$ cat src/rtl/hand_datapath.sv
// Baccarat hand datapath: latches dealt cards into slots in deal order, forms both
// hand scores combinationally and keeps saturating win/tie tallies across rounds.
module hand_datapath #(
   parameter int TALLY_W = 8
) (
   input  logic               slow_clock,
   input  logic               reset,
   input  logic               new_round,
   input  logic [3:0]         new_card,
   input  logic               load_pcard1,
   input  logic               load_pcard2,
   input  logic               load_pcard3,
   input  logic               load_dcard1,
   input  logic               load_dcard2,
   input  logic               load_dcard3,
   input  logic               player_win_light,
   input  logic               dealer_win_light,
   output logic [3:0]         pcard1,
   output logic [3:0]         pcard2,
   output logic [3:0]         pcard3,
   output logic [3:0]         dcard1,
   output logic [3:0]         dcard2,
   output logic [3:0]         dcard3,
   output logic [3:0]         pscore,
   output logic [3:0]         dscore,
   output logic [TALLY_W-1:0] player_wins,
   output logic [TALLY_W-1:0] dealer_wins,
   output logic [TALLY_W-1:0] ties,
   output logic               seq_error,
   output logic               bad_card
);

   typedef enum logic [2:0] {
      EXPECT_P1, EXPECT_D1, EXPECT_P2, EXPECT_D2, EXPECT_3RD, EXPECT_D3, DONE
   } slot_t;

   localparam logic [TALLY_W-1:0] TALLY_ONE = {{(TALLY_W-1){1'b0}}, 1'b1};

   // Strobe bit order: p1, p2, p3, d1, d2, d3 from LSB.
   localparam logic [5:0] S_P1 = 6'b000001;
   localparam logic [5:0] S_P2 = 6'b000010;
   localparam logic [5:0] S_P3 = 6'b000100;
   localparam logic [5:0] S_D1 = 6'b001000;
   localparam logic [5:0] S_D2 = 6'b010000;
   localparam logic [5:0] S_D3 = 6'b100000;

   function automatic logic [4:0] pts(input logic [3:0] card);
      return (card >= 4'd1 && card <= 4'd9) ? {1'b0, card} : 5'd0;
   endfunction

   // Sum never exceeds 27, so two conditional subtracts replace a divider.
   function automatic logic [3:0] mod10(input logic [4:0] sum);
      logic [4:0] r;
      if (sum >= 5'd20)      r = sum - 5'd20;
      else if (sum >= 5'd10) r = sum - 5'd10;
      else                   r = sum;
      return r[3:0];
   endfunction

   function automatic logic [TALLY_W-1:0] sat_inc(input logic [TALLY_W-1:0] v);
      return (&v) ? v : v + TALLY_ONE;
   endfunction

   slot_t      state;
   logic       res_q;
   logic [5:0] strobes;
   logic       any_strobe;
   logic       match;
   logic       card_ok;
   logic       res_now;
   logic       res_edge;

   assign strobes    = {load_dcard3, load_dcard2, load_dcard1,
                        load_pcard3, load_pcard2, load_pcard1};
   assign any_strobe = |strobes;
   assign card_ok    = (new_card >= 4'd1) && (new_card <= 4'd13);
   assign res_now    = player_win_light | dealer_win_light;
   assign res_edge   = res_now & ~res_q;

   // A match requires the strobe vector to equal one expected one-hot pattern,
   // so simultaneous strobes are never a match.
   always_comb begin
      match = 1'b0;
      case (state)
         EXPECT_P1:  match = (strobes == S_P1);
         EXPECT_D1:  match = (strobes == S_D1);
         EXPECT_P2:  match = (strobes == S_P2);
         EXPECT_D2:  match = (strobes == S_D2);
         EXPECT_3RD: match = (strobes == S_P3) || (strobes == S_D3);
         EXPECT_D3:  match = (strobes == S_D3);
         default:    match = 1'b0;
      endcase
   end

   assign pscore = mod10(pts(pcard1) + pts(pcard2) + pts(pcard3));
   assign dscore = mod10(pts(dcard1) + pts(dcard2) + pts(dcard3));

   always_ff @(posedge slow_clock) begin
      if (reset) begin
         state       <= EXPECT_P1;
         pcard1      <= 4'd0;
         pcard2      <= 4'd0;
         pcard3      <= 4'd0;
         dcard1      <= 4'd0;
         dcard2      <= 4'd0;
         dcard3      <= 4'd0;
         seq_error   <= 1'b0;
         bad_card    <= 1'b0;
         res_q       <= 1'b0;
         player_wins <= '0;
         dealer_wins <= '0;
         ties        <= '0;
      end else begin
         // Tallies advance even in a new_round cycle.
         if (res_edge) begin
            if (player_win_light && !dealer_win_light) player_wins <= sat_inc(player_wins);
            if (dealer_win_light && !player_win_light) dealer_wins <= sat_inc(dealer_wins);
            if (player_win_light && dealer_win_light)  ties        <= sat_inc(ties);
         end
         if (new_round) begin
            state     <= EXPECT_P1;
            pcard1    <= 4'd0;
            pcard2    <= 4'd0;
            pcard3    <= 4'd0;
            dcard1    <= 4'd0;
            dcard2    <= 4'd0;
            dcard3    <= 4'd0;
            seq_error <= 1'b0;
            bad_card  <= 1'b0;
            res_q     <= 1'b0;
         end else begin
            res_q <= res_now;
            if (any_strobe && !match) begin
               seq_error <= 1'b1;
            end else if (any_strobe && !card_ok) begin
               bad_card <= 1'b1;
            end else if (any_strobe) begin
               case (state)
                  EXPECT_P1: begin pcard1 <= new_card; state <= EXPECT_D1; end
                  EXPECT_D1: begin dcard1 <= new_card; state <= EXPECT_P2; end
                  EXPECT_P2: begin pcard2 <= new_card; state <= EXPECT_D2; end
                  EXPECT_D2: begin dcard2 <= new_card; state <= EXPECT_3RD; end
                  EXPECT_3RD: begin
                     if (load_pcard3) begin
                        pcard3 <= new_card;
                        state  <= EXPECT_D3;
                     end else begin
                        dcard3 <= new_card;
                        state  <= DONE;
                     end
                  end
                  EXPECT_D3: begin dcard3 <= new_card; state <= DONE; end
                  default:   state <= state;
               endcase
            end
         end
      end
   end

endmodule

$ cat config.mk
export PLATFORM = sky130hd
export DESIGN_NAME = hand_datapath
export DESIGN_NICKNAME = d
export VERILOG_FILES = /design/src/rtl/hand_datapath.sv
export SDC_FILE = /design/constraint.sdc
export NUM_CORES = 1
export LEC_CHECK = 0
export ABC_CLOCK_PERIOD_IN_PS = 4400
export CORE_ASPECT_RATIO = 1.1
export CORE_MARGIN = 2
export CORE_UTILIZATION = 51
export CTS_CLUSTER_DIAMETER = 50
export CTS_CLUSTER_SIZE = 40
export DETAILED_ROUTE_END_ITERATION = 12
export PLACE_DENSITY = 0.93
export SYNTH_ARGS = -nofsm -noshare
export SYNTH_HDL_FRONTEND = slang
export SYNTH_SLANG_ARGS = --single-unit
$ cat constraint.sdc
create_clock -name slow_clock -period 4.4 [get_ports slow_clock]
set_clock_uncertainty 0.15 [all_clocks]
set_input_delay 0.88 -clock slow_clock [delete_from_list [all_inputs] [get_ports slow_clock]]
set_output_delay 0.88 -clock slow_clock [all_outputs]
set_load 0.005 [all_outputs]
-- After elaboration in Yosys (flattened, before gate mapping)
Cells that the tools add are included.
- register bits: 54
- bits in latches: 0
- RAM bits: 0
- bits in read-only memories: 0
- bits of input ports: 15
- output and inout port bits: 58
- logic and storage cells: 113
- memories kept: 0
- add/sub/neg operators: 11
- multipliers: 0
- divide/modulo/power cells: 0
- magnitude comparators: 18
- equal/unequal tests: 12
- shift operators: 0
- multiplexer cells: 15
- bitwise logic cells: 8
- reduce and logical (&&, ||, !) cells: 36
- operators with widths (operator ; number):
    4-bit two-way mux ; 11
    4-bit by 1-bit >= comparator with 1-bit output, second input constant ; 7
    4-bit less-or-equal comparator, second input constant ; 7
    8-bit by 1-bit adder with 8-bit output, second input constant ; 3
    8-bit AND reduction ; 3
    4-bit AND reduction ; 5
    3-bit one-hot mux with 6 select lines ; 1
    1-bit logical AND ; 12
    4-bit by 4-bit adder with 5-bit output ; 2
    5-bit by 4-bit adder with 5-bit output ; 2
    5-bit by 4-bit >= comparator with 1-bit output, second input constant ; 2
    5-bit >= comparator, second input constant ; 2
    5-bit AND reduction ; 2
    3-bit AND reduction ; 3
    4-bit one-hot mux with 2 select lines ; 1
    4-bit by 3-bit subtractor with 4-bit output, second input constant ; 2
    4-bit subtractor, second input constant ; 2
    3-bit by 2-bit equality test with 1-bit output, second input constant ; 2
    3-bit equality test, second input constant ; 2
    6-bit by 1-bit equality test with 1-bit output, second input constant ; 1
    6-bit by 2-bit equality test with 1-bit output, second input constant ; 1
    6-bit by 3-bit equality test with 1-bit output, second input constant ; 1
    6-bit by 4-bit equality test with 1-bit output, second input constant ; 1
    6-bit by 5-bit equality test with 1-bit output, second input constant ; 1
    other kinds (16) ; 24

-- Logic depth before layout (Yosys ltp)
Gate-level depths: netlist of the first run.
- depth in word-level cells: 8
- depth in mapped cells: 12
- depth with buffers taken out: 12

-- Least setup slack after synthesis of the first run
Ideal clock, no wire load.
- path kind: reg2out
- start: reg dcard1[3]
- end: out dscore[3]
- arrival: 2.805 ns
- data required time: 3.370 ns
- slack: 0.565 ns
- cell stages (with the launch flop): 13
- path buffers: 0
- cells stage by stage: dfxtp_1 > o21ai_0 > and2_1 > fa_1 > ha_1 > fa_1 > xor2_1 > inv_1 > ha_1 > nor3b_1 > nor3_1 > nor2_1 > mux2_2
- cells in the longest elaborated chain, start to end: 8
- RTL lines (element ; line ; RTL):
    start, declared ; 21 ; output logic [3:0] dcard1,
    start signal, assigned ; 104 ; dcard1 <= 4'd0;
    start signal, assigned ; 125 ; dcard1 <= 4'd0;
    start signal, assigned ; 140 ; EXPECT_D1: begin dcard1 <= new_card; state <= EXPECT_P2; end
    4-bit by 1-bit >= comparator with 1-bit output / 4-bit less-or-equal comparator (equally long branches) ; 48 ; return (card >= 4'd1 && card <= 4'd9) ? {1'b0, card} : 5'd0;
    1-bit logical AND ; 48 ;
    4-bit two-way mux (*) ; 48 ;
    4-bit by 4-bit adder with 5-bit output (*) ; 96 ; assign dscore = mod10(pts(dcard1) + pts(dcard2) + pts(dcard3));
    5-bit by 4-bit adder with 5-bit output (*) ; 96 ;
    4-bit subtractor / 5-bit by 4-bit >= comparator with 1-bit output (equally long branches) ; 55 ; else if (sum >= 5'd10) r = sum - 5'd10;
    4-bit two-way mux ; 55 ;
    4-bit two-way mux (*) ; 54 ; if (sum >= 5'd20) r = sum - 5'd20;
    end, declared ; 25 ; output logic [3:0] dscore,
Mark *: on every way between the ends. The rest lies on a longest branch, timed or not.

-- Worst setup path in the final report of the first run
- start: reg pcard2[1]
- end: out pscore[3]
- cells in the longest elaborated chain, start to end: 8
- RTL lines (element ; line ; RTL):
    start, declared ; 19 ; output logic [3:0] pcard2,
    start signal, assigned ; 102 ; pcard2 <= 4'd0;
    start signal, assigned ; 123 ; pcard2 <= 4'd0;
    start signal, assigned ; 141 ; EXPECT_P2: begin pcard2 <= new_card; state <= EXPECT_D2; end
    4-bit by 1-bit >= comparator with 1-bit output / 4-bit less-or-equal comparator (equally long branches) ; 48 ;
    1-bit logical AND ; 48 ;
    4-bit two-way mux (*) ; 48 ;
    4-bit by 4-bit adder with 5-bit output (*) ; 95 ; assign pscore = mod10(pts(pcard1) + pts(pcard2) + pts(pcard3));
    5-bit by 4-bit adder with 5-bit output (*) ; 95 ;
    4-bit subtractor / 5-bit by 4-bit >= comparator with 1-bit output (equally long branches) ; 55 ;
    4-bit two-way mux ; 55 ;
    4-bit two-way mux (*) ; 54 ;
    end, declared ; 24 ; output logic [3:0] pscore,
Marks and branches as above.

==> out/results.txt, run 1 <==
Most frequent cells in the layout = clkdlybuf4s50_1, nand2_1, dfxtp_1, nor2_1, mux2i_1
Hold Crit Endpoint = seq_error
Crit Path Category = reg -> out
Mapped Area = 3211 um^2
Register area share after synthesis = 33.67%
Multi-input gate area = 2178 um^2
Hold path cells = 1
Die Ht = 87.22 um
First-pass GRT wire length = 12830 um
Layout Area Growth over Synthesis = 37.26%
Initial antenna violation count = 0
Hold Crit Start = seq_error
Utilization after layout = 72.02%
Max Buffers Root-to-Sink = 2
DR vias = 2882
Pwr dens = 191.0 nW/um^2
Sink Count = 54
Core area = 6118 um^2
Syn Area/Cell = 8.918 um^2
Worst VDD drop = 208.0 uV
Synthesis Warnings = 0
Most common cell after layout, fill and taps aside = clkdlybuf4s50_1
CTS buffer count = 5
Worst setup EP type = output port
Residual DRC count = 0
Yosys top cell by area = dfxtp_1
Vias in the first global route = 2824
Top cell type's share of synthesized area = 33.67%
Grt total ovfl = 0
Finish-stage setup viols = 0
Commonest register cell after synthesis = dfxtp_1
DP HPWL = 5785 um
Layout cell share with drive strength beyond 1 = 18.76%
I/O Pins = 73
Largest net degree at the start of global routing = 26
Worst Tran Pin Value = 1.076 ns
Clock Latency Late Sink = 0.30 ns
Final worst setup slack = 0.08101 ns
Outcome = complete, no violations
Worst EP required = 3.37 ns
Async SR Flop Fraction = 0%
Post-layout net count = 492
Synth Register Bits = 54
Buffers on Ports = 72
Filler cell count = 436
Netlist cell types = 46
Final wirelength = 8027 um
R2R setup slack = 1.56 ns
Post-Syn Nets = 400
Root Buffer = clkbuf_8
Crit-path max FO = 5
Worst Hold Class = reg -> reg
Number of synthesized flops with an enable pin = 0
Worst-case reg-to-reg path depth = 5
FP Rows = 30
Beginning of the critical path = pcard2[1]
DR vias/cell = 5.407
Area contributors post-synth = dfxtp_1, mux2i_1, fa_1
Worst r2r dst = dcard3[2]
Fin crit period = 4.319 ns
First-pass DRT Iterations = 4
Max_slew headroom = 27.66%
Register area = 1120 um^2
Critical path arrival = 3.29 ns
Clk pin slew, worst setup/hold paths = 0.09 ns
DIE WIDTH = 79.65 um
Leak pwr = 1.872 nW
Crit start category = flip-flop
Placer Congestion = 0.8007
Final Hold Viols = 0
Count of pins over their slew limit = 0
Ant. Diodes = 0
Initial Utilization = 52.47%
GRT Util Overall = 23.04%
DRT iter0 DRCs = 102
Tcrit/Tclk final = 98.16%
# Max-Cap Violations = 0
CTS H-tree depth = 2
Die area = 6947 um^2
DP Worst Slack = -0.04543 ns
Total Power = 841.7 uW
Final ANT Viol Nets = 0
Syn Inst Count = 360
Wirelength per Cell = 15.06 um
FMAX = 0.2315 GHz
Reg2reg start = state[0]
CTS tree = built
synth_stat cells, types with 5 or more instances:
cell       n
o21ai_0   16
nand2_1   40
nand4_1    5
and2_1     8
nand3_1    7
xnor2_1   10
nor3_1     5
mux2i_1   29
nor2_1    38
ha_1      15
dfxtp_1   54
inv_1     12
fa_1      10
nor2b_1   15
xor2_1    15
nor3b_1   11
a21oi_1   11
clkbuf_1   8
worst max-delay path: stages, from the launching register on:
cell	delay (ns)
dfxtp_2	0.35
nor2b_2	0.16
fa_1	0.53
ha_4	0.20
fa_2	0.48
buf_4	0.17
ha_2	0.20
a211oi_4	0.28
nor2_2	0.07
mux2_2	0.28
dlygate4sd2_1	0.26
power breakdown:
group / internal [mW] / total (mW) / switching, mW / leakage [nW]
sequential: 0.488 / 0.494 / 0.00567 / 0.447
combinational: 0.0312 / 0.0640 / 0.0327 / 1.38
clock: 0.127 / 0.284 / 0.157 / 0.0472
cells by family after synthesis:
kind of cell    Yosys count  synth area share [%]
xor+xnor                 25                 6.820
buf+inv                  21                 2.455
flops                    54                 33.67
compound gates           49                 10.21
mux                      32                 10.09
simple gates            154                 24.67
fa+ha+maj                25                 12.08
stage by stage:
| stage | cell area [um^2] | instances | TNS, ns | hold WS, ns |
|---|---|---|---|---|
| after detailed placement | 4075 | 513 | -0.1429 | 0.3127 |
| final | 4407 | 533 | 0 | 0.3342 |
| after floorplan | 3211 | 360 | 0 | 0.3104 |
| after global placement | 4075 | 513 | 0 | 0.3068 |
| after CTS | 4313 | 529 | 0 | 0.3348 |
| after global routing | 4407 | 533 | -0.009683 | 0.3636 |
sequential cells by signal, summed over array words and instances, names as in the netlist:
register / flops
pcard1: 4
pcard3: 4
ties: 8
pcard2: 4
player_wins: 8
seq_error: 1
dcard3: 4
bad_card: 1
res_q: 1
dealer_wins: 8
dcard2: 4
dcard1: 4
state: 3
how the worst max path moves through the flow:
| stage | endpoint | depth (start not counted) | slack (ns) |
|---|---|---|---|
| 4_1_cts | pscore[2] | 12 | 0.04 |
| 2_1_floorplan | dscore[3] | 12 | 0.57 |
| 3_3_place_gp | dscore[1] | 12 | 0.08 |
| 5_1_grt | dscore[2] | 13 | -0.008 |
| 6_report | pscore[3] | 10 | 0.08 |
| 3_5_place_dp | pscore[1] | 12 | -0.05 |
routing by layer:
metal	wire length, um	part of all wire (%)	up-vias	GRT usage, %
li1	-	-	1437	-
met1	3258	41	1378	26.49
met2	4318	54	62	43.24
met3	394	4.9	5	4.668
met4	55	0.69	0	5.799
met5	0	0	-	0
area by class of cell:
type                       count  share of cell area (%)
clock inverter                 2                  0.2839
multi-input combinational    285                   49.43
tap                           80                   2.271
timing repair buffer          94                   19.70
clock buffer                   6                   1.874
sequential                    54                   25.41
inverter                      12                   1.022
timing repair:
| action | in CTS | in global routing |
|---|---|---|
| hold buffers | 0 | 0 |
| pin swaps | 11 | 14 |
| buffers inserted | 8 | 4 |
| gates resized for setup | 42 | 29 |
| setup endpoints to repair | 6 | 6 |
(Power assumes the default switching activity.)
==> inputs of run 2 (changes only) <==
- CORE_ASPECT_RATIO: 1.1 -> 1.2
==> run 2 against run 1 <==
Die area about the same; critical endpoint is now dscore[1]; routed wire length down 2.3%; utilization up 0.58 points; critical path type unchanged; flip-flop and latch count unchanged; via count up 3.1%; hold slack worse by 0.0065 ns; non-clock buffer count down 6; clock power up 38%; sequential share of layout area about the same; largest power group unchanged.
==> out/results.txt, run 2 (synthesis results as in run 1) <==
Worst Hold Class = reg -> reg (unchanged)
Fin crit period = 4.299 ns (was 4.319 ns)
Layout Area Growth over Synthesis = 36.83% (was 37.26%)
RSZ-0062 raised after global routing = yes
Initial antenna violation count = 0 (unchanged)
Finish-stage setup viols = 0 (unchanged)
Wirelength per Cell = 14.83 um (was 15.06 um)
DP HPWL = 5687 um (was 5785 um)
FP Rows = 31 (was 30)
Residual DRC count = 0 (unchanged)
Total Power = 948.8 uW (was 841.7 uW)
Clk pin slew, worst setup/hold paths = 0.09 ns (about the same)
First-pass GRT wire length = 12830 um (about the same)
Root Buffer = clkbuf_8 (unchanged)
Initial Utilization = 53.06% (was 52.47%)
Pwr dens = 216.0 nW/um^2 (was 191.0 nW/um^2)
Max Buffers Root-to-Sink = 2 (unchanged)
DIE WIDTH = 76.43 um (was 79.65 um)
Largest net degree at the start of global routing = 32 (was 26)
Final TNS setup = 0 ns (unchanged)
Die area = 6949 um^2 (was 6947 um^2)
# Max-Cap Violations = 0 (unchanged)
Ant. Diodes = 0 (unchanged)
Final Hold Viols = 0 (unchanged)
CTS H-tree depth = 2 (unchanged)
Slowest stage delay, CP = 0.38 ns (was 0.53 ns)
Count of pins over their slew limit = 0 (unchanged)
Buffers on Ports = 72 (unchanged)
Layout cell share with drive strength beyond 1 = 15.66% (was 18.76%)
Worst Tran Pin Value = 1.035 ns (was 1.076 ns)
Core area = 6051 um^2 (was 6118 um^2)
Crit start category = flip-flop (unchanged)
Filler cell count = 472 (was 436)
DR vias/cell = 5.614 (was 5.407)
CP top delay family = adder cells (unchanged)
Clock Latency Late Sink = 0.31 ns (was 0.30 ns)
Tcrit/Tclk final = 97.71% (was 98.16%)
Worst Path Buf+Inv = 3 (was 2)
Critical path arrival = 3.27 ns (was 3.29 ns)
Final worst setup slack = 0.1006 ns (was 0.08101 ns)
Final ANT Viol Nets = 0 (unchanged)
Sink Count = 54 (unchanged)
CTS buffer count = 5 (unchanged)
Post-layout net count = 486 (was 492)
Most frequent cells in the layout = clkdlybuf4s50_1, nand2_1, nor2_1, dfxtp_1, mux2i_1 (was clkdlybuf4s50_1, nand2_1, dfxtp_1, nor2_1, mux2i_1)
Final wirelength = 7845 um (was 8027 um)
DP Worst Slack = -0.1170 ns (was -0.04543 ns)
Final Non-Filler Cells = 529 (was 533)
Slowest-stage cell, CP = dfxtp_4 (was fa_1)
DRT iter0 DRCs = 89 (was 102)
Die Ht = 90.92 um (was 87.22 um)
Vias in the first global route = 2913 (was 2824)
Worst setup EP type = output port (unchanged)
Worst EP required = 3.37 ns (about the same)
GRT Util Overall = 22.11% (was 23.04%)
CTS tree = built (unchanged)
Crit Path Category = reg -> out (unchanged)
I/O Pins = 73 (unchanged)
DR vias = 2970 (was 2882)
Worst VDD drop = 261.0 uV (was 208.0 uV)
First-pass DRT Iterations = 4 (unchanged)
Max_slew headroom = 30.38% (was 27.66%)
Dpl cells = 512 (was 513)
Most common cell after layout, fill and taps aside = clkdlybuf4s50_1 (unchanged)
Outcome = complete, no violations (unchanged)
Grt total ovfl = 0 (unchanged)
Placer Congestion = 0.8795 (was 0.8007)
Regs by FF count = dealer_wins: 8 flops, player_wins: 8 flops, ties: 8 flops (unchanged)
FMAX = 0.2326 GHz (was 0.2315 GHz)
WHS = 0.3277 ns (was 0.3342 ns)
Worst path cell trace = o21ai_0 -> and2_1 -> fa_2 -> ha_2 -> fa_2 -> xor2_2 -> inv_2 -> ha_2 -> nor3b_4 -> nor3_2 -> buf_4 -> mux2i_1 -> xnor2_1 -> dlygate4sd2_1 (was nor2b_2 -> fa_1 -> ha_4 -> fa_2 -> buf_4 -> ha_2 -> a211oi_4 -> nor2_2 -> mux2_2 -> dlygate4sd2_1)
Crit-path max FO = 5 (unchanged)
Leak pwr = 1.876 nW (was 1.872 nW)
[run 2: metal layers]
layer | vias up | track usage, % | wire [um]
li1 | 1428 | - | -
met1 | 1419 | 22.34 | 2935
met2 | 98 | 42.99 | 4158
met3 | 25 | 5.300 | 501
met4 | 0 | 8.485 | 250
met5 | - | 0 | 0
[run 2: per-stage QoR]
step | utilization [%] | cell area (um^2)
after floorplan | - | 3211
after global placement | 66.98 | 4053
after detailed placement | 66.98 | 4053
after CTS | 71.38 | 4319
after global routing | 72.60 | 4393
final | 72.60 | 4393
[run 2: cell type report]
| type | count | area [um^2] | share of cell area [%] |
|---|---|---|---|
| clock buffer | 5 | 68.82 | 1.567 |
| timing repair buffer | 88 | 838.3 | 19.08 |
| multi-input combinational | 285 | 2153 | 49.02 |
| tap | 82 | 102.6 | 2.336 |
| sequential | 54 | 1116 | 25.41 |
| clock inverter | 3 | 68.82 | 1.567 |
| inverter | 12 | 45.04 | 1.025 |
[run 2: report_power, final]
| group | internal (mW) | leakage [nW] | total (mW) | switching (mW) |
|---|---|---|---|---|
| clock | 0.228 | 0.0683 | 0.391 | 0.163 |
| combinational | 0.0303 | 1.36 | 0.0635 | 0.0332 |
| sequential | 0.489 | 0.446 | 0.494 | 0.00530 |
| total | 0.747 | 1.88 | 0.949 | 0.202 |
[run 2: final timing paths]
kind                    end  slack, ns  depth (start not counted)      start
setup / recovery  dscore[1]       0.10                         14  dcard2[2]
hold / removal    seq_error       0.33                          1  seq_error
setup reg to reg  dcard3[0]       1.45                          5   state[0]
hold reg to reg   seq_error       0.33                          1  seq_error
[run 2: timing repair]
| item | 4_1_cts | 5_1_grt |
|---|---|---|
| setup buffers | 6 | 3 |
| resized for setup | 40 | 18 |
| pin swaps | 5 | 9 |
| endpoints found under the setup margin | 6 | 5 |
| hold buffers | 0 | 0 |
==> inputs of run 3 (changes only) <==
- SLEW_MARGIN: default -> 20
==> results of run 3 <==
Same layout as run 2: the final DEF is identical, and so are final timing and power.
